## src/rtl/alu_ctrl.sv

```systemverilog
// Command front end for the combinational alu: register file, operand staging,
// result/flag writeback and a valid/ready response port.
module alu_ctrl #(
  parameter int nbit = 4,
  parameter int RW   = 2
) (
  input  logic            clk,
  input  logic            rst,
  input  logic            cmd_valid,
  output logic            cmd_ready,
  input  logic            cmd_ld,
  input  logic [2:0]      cmd_op,
  input  logic [nbit-1:0] cmd_imm,
  input  logic [RW-1:0]   cmd_rd,
  input  logic [RW-1:0]   cmd_rs1,
  input  logic [RW-1:0]   cmd_rs2,
  output logic [nbit-1:0] alu_a,
  output logic [nbit-1:0] alu_b,
  output logic [2:0]      alu_sel,
  input  logic [nbit-1:0] alu_result,
  input  logic            alu_overflow,
  input  logic            alu_zero,
  input  logic            alu_carry,
  output logic            rsp_valid,
  input  logic            rsp_ready,
  output logic [nbit-1:0] rsp_data,
  output logic [2:0]      rsp_flags
);

  localparam int DEPTH = 1 << RW;

  typedef enum logic [1:0] {
    IDLE = 2'd0,
    EXEC = 2'd1,
    RESP = 2'd2
  } state_t;

  state_t          r_state;
  state_t          w_nextState;
  logic            w_accept;
  logic [nbit-1:0] r_regFile [DEPTH];
  logic [nbit-1:0] r_aluA;
  logic [nbit-1:0] r_aluB;
  logic [2:0]      r_aluSel;
  logic [RW-1:0]   r_rd;
  logic [nbit-1:0] r_rspData;
  logic [2:0]      r_rspFlags;

  assign w_accept = cmd_valid && cmd_ready;

  always_ff @(posedge clk or posedge rst) begin
    if (rst) r_state <= IDLE;
    else     r_state <= w_nextState;
  end

  always_comb begin
    w_nextState = r_state;
    case (r_state)
      IDLE: if (w_accept) w_nextState = cmd_ld ? RESP : EXEC;
      EXEC: w_nextState = RESP;
      RESP: if (rsp_ready) w_nextState = IDLE;
      default: w_nextState = IDLE;
    endcase
  end

  // Reset forces IDLE asynchronously, so rsp_valid falls as soon as rst rises.
  always_comb begin
    cmd_ready = (r_state == IDLE) && !rst;
    rsp_valid = (r_state == RESP);
  end

  always_ff @(posedge clk or posedge rst) begin
    if (rst) begin
      for (int i = 0; i < DEPTH; i++) r_regFile[i] <= '0;
      r_aluA     <= '0;
      r_aluB     <= '0;
      r_aluSel   <= '0;
      r_rd       <= '0;
      r_rspData  <= '0;
      r_rspFlags <= '0;
    end else begin
      case (r_state)
        IDLE: begin
          if (w_accept) begin
            if (cmd_ld) begin
              r_regFile[cmd_rd] <= cmd_imm;
              r_rspData         <= cmd_imm;
            end else begin
              r_aluA   <= r_regFile[cmd_rs1];
              r_aluB   <= r_regFile[cmd_rs2];
              r_aluSel <= cmd_op;
              r_rd     <= cmd_rd;
            end
          end
        end
        EXEC: begin
          r_regFile[r_rd] <= alu_result;
          r_rspData       <= alu_result;
          r_rspFlags      <= {alu_overflow, alu_zero, alu_carry};
        end
        default: ;
      endcase
    end
  end

  assign alu_a     = r_aluA;
  assign alu_b     = r_aluB;
  assign alu_sel   = r_aluSel;
  assign rsp_data  = r_rspData;
  assign rsp_flags = r_rspFlags;

endmodule

```

## config.mk

```make
export PLATFORM = sky130hd
export DESIGN_NAME = alu_ctrl
export DESIGN_NICKNAME = d
export VERILOG_FILES = /design/src/rtl/alu_ctrl.sv
export SDC_FILE = /design/constraint.sdc
export NUM_CORES = 1
export LEC_CHECK = 0
export BUFFER_PORTS_ARGS = -buffer_cell sky130_fd_sc_hd__clkbuf_2
export CORE_ASPECT_RATIO = 0.8
export CORE_MARGIN = 10
export CORE_UTILIZATION = 40
export CTS_CLUSTER_DIAMETER = 200
export DETAILED_ROUTE_END_ITERATION = 6
export HOLD_SLACK_MARGIN = 0.08
export PLACE_DENSITY = 0.72
export SETUP_SLACK_MARGIN = 0.3
export SYNTH_ARGS = -nofsm -noshare
export SYNTH_HDL_FRONTEND = slang
export SYNTH_SLANG_ARGS = --single-unit
```

## constraint.sdc

```tcl
create_clock -name clk -period 1.73 [get_ports clk]
set_input_delay 0.346 -clock clk [delete_from_list [all_inputs] [get_ports clk]]
set_output_delay 0.346 -clock clk [all_outputs]
set_load 0.005 [all_outputs]
```

==> metrics.yaml <==
hold_class: "in2async"
synth_area_sq_mm: 0.00198
ys_seq_elements: 38
finish.utilization_pct: 55.7
hold_viol: 0
ys.flop_type: "dfrtp_1"
crit_slowest_cell: "dfrtp_2"
grt_pass1_vias: 1454
boundaryPins: 45
power-per-cell-area_mw_per_mm2: 1000
layout_common_cells: "clkbuf_2, dfrtp_1, mux2_4, a32o_1, buf_4"
drv_slew: 0
grt.total_usage_pct: 11.3
finClkSkew_ns: 0.00376
grt_max_degree: 29
fillers: 404
fin_cells: 256
detail_route.wl_per_cell_microns: 19.6
worstMarginPinSlew_ns: 0.374
synth_edf_count: 0
cts_buffers: 5
max_cap_violations: 0
grt_pass1_wl_microns: 7510
finalPower_mw: 2.60
dp_hpwl_microns: 3690
final_nets: 222
cp.arrival_ns: 1.74
async_reset_ff_share_pct: 100
start_util_pct: 42.2
dp.cells: 245
cp_slowest_stage_delay_ns: 0.43
place_ws_ns: -0.0797
setup_viol: 0
rsz0062_at_grt: "yes"
core-area_sq_mm: 0.00468
numClockSinks: 38
area_growth_pct: 31.8
rows: 22
drtPass1Iterations: 4
place_area_sq_mm: 0.00241
design_area_sq_mm: 0.00261
status: "complete, no violations"
gp_congestion: 0.782
clkTransAtPathRegs_ns: 0.07
diodes: 0
ir_drop_uv: 641
endpoint_kind: "flip-flop"
setup_slack_ns: 0.165
tns_ns: 0
synth_nets: 164
antenna_found_initial: 0
drive_above_1_share_pct: 60.7
globalRoute.totalOverflow: 0
yosys_warnings: 0
cts-htree-levels: 2
syn_inst: 139
clock.fmax_mhz: 639
drcViolationCount: 0
drtIter0Drc: 118
num_vias: 1414
drtAntennaViolNets: 0
critPathLaunchType: "flip-flop"
leakagePower_nw: 1.24
hold_buffers: 0
cts_root_buf: "clkbuf_8"
critPathMaxFanout: 4
cts_tree: "yes"
max_slew_margin_pct: 75.0
syn_avg_cell_area_sq_um: 14.2
ys_seq_area_share_pct: 48.1
vias_per_cell: 5.52
worstPathRequired_ns: 1.91
path_class: "reg2reg"
final_common_cell: "clkbuf_2"
holdWs_ns: 0.114
synth.distinct_cells: 29
die_x_microns: 98.6
chipHeight_microns: 82.9
clk_path_buf_depth: 2
drt-total-wl_microns: 5020
clkLatencyLatePin_ns: 0.29
die_area_sq_mm: 0.00817
io_buffer_count: 44
finalCritPeriodShare_pct: 90.4
crit_chain: "o41a_1, buf_6, nor2_4, mux2_4"
fin_crit_ns: 1.56
[cell usage after synthesis (3+ instances only)]
master	instances	area, sq um
dfrtp_1	38	951
a32o_1	16	160
mux2_1	16	180
mux2_2	12	135
mux4_2	8	180
nand2_1	5	18.8
buf_2	4	20.0
mux2_4	4	60.1
mux2i_1	4	40.0
o21ai_1	4	20.0
a21oi_1	3	15.0
inv_1	3	11.3
[layer usage]
| layer | up-vias | GRT usage, % | share of wire (%) |
|---|---|---|---|
| met3 | 7 | 4.30 | 8.3 |
| met1 | 699 | 15.0 | 45 |
| met2 | 50 | 16.8 | 46 |
| met5 | - | 0 | 0 |
| li1 | 658 | - | - |
| met4 | 0 | 2.72 | 0.80 |
[report_power, final]
part	leakage, nW	internal (mW)	switching [mW]
clock network	0.0431	0.307	0.288
registers	0.493	1.10	0.166
logic	0.700	0.466	0.280
total	1.24	1.87	0.735
[layout make-up]
type	count	area, sq um	area share [%]
well taps	60	75.1	2.88
clock buffers	6	82.6	3.17
repair buffers	57	364	14.0
inverters	4	22.5	0.865
multi-input cells	91	1110	42.5
flip-flops and latches	38	953	36.6
[state kept, by name, summed over array words and instances, names as in the netlist]
| name | flops |
|---|---|
| r_regFile | 16 |
| rsp_data | 4 |
| r_rd | 2 |
| rsp_flags | 3 |
| r_state | 2 |
| alu_b | 4 |
| alu_sel | 3 |
| alu_a | 4 |
[worst paths after layout]
check                      slack (ns)        start           end  depth (start not counted)
max                              0.17   r_state[1]  r_regFile[7]                          4
min                              0.11          rst       r_rd[1]                          3
max reg2reg                      0.17   r_state[1]  r_regFile[7]                          4
min reg2reg                      0.50  rsp_data[0]   rsp_data[0]                          2
max in group asynchronous        1.28          rst    r_state[0]                          3
min in group clk                 0.24    rsp_ready    r_state[1]                          2
[worst max-delay path: cells and delay by family, from the launching register on]
| kind | cells | cell delay [ns] |
|---|---|---|
| buf+inv | 1 | 0.16 |
| flops | 1 | 0.43 |
| compound gates | 1 | 0.36 |
| simple gates | 1 | 0.19 |
| mux | 1 | 0.32 |
[repair_timing]
item / CTS / global route
gates cloned: 0 / 1
endpoints found under the hold margin: 0 / 0
gates resized for setup: 8 / 8
buffers inserted: 4 / 0
setup endpoints to repair: 33 / 31
pin swaps: 3 / 7
[cells by family (layout without fill, tap and decap cells)]
kind of cell	after synthesis	count (layout)	synth area share (%)
AOI/OAI and AO/OA	26	26	11.6
buffers and inverters	10	67	2.72
DFF	38	38	48.1
muxes	44	44	30.1
and+or+nand+nor	21	21	7.40
No activity file was read; power rests on OpenSTA's default activity.
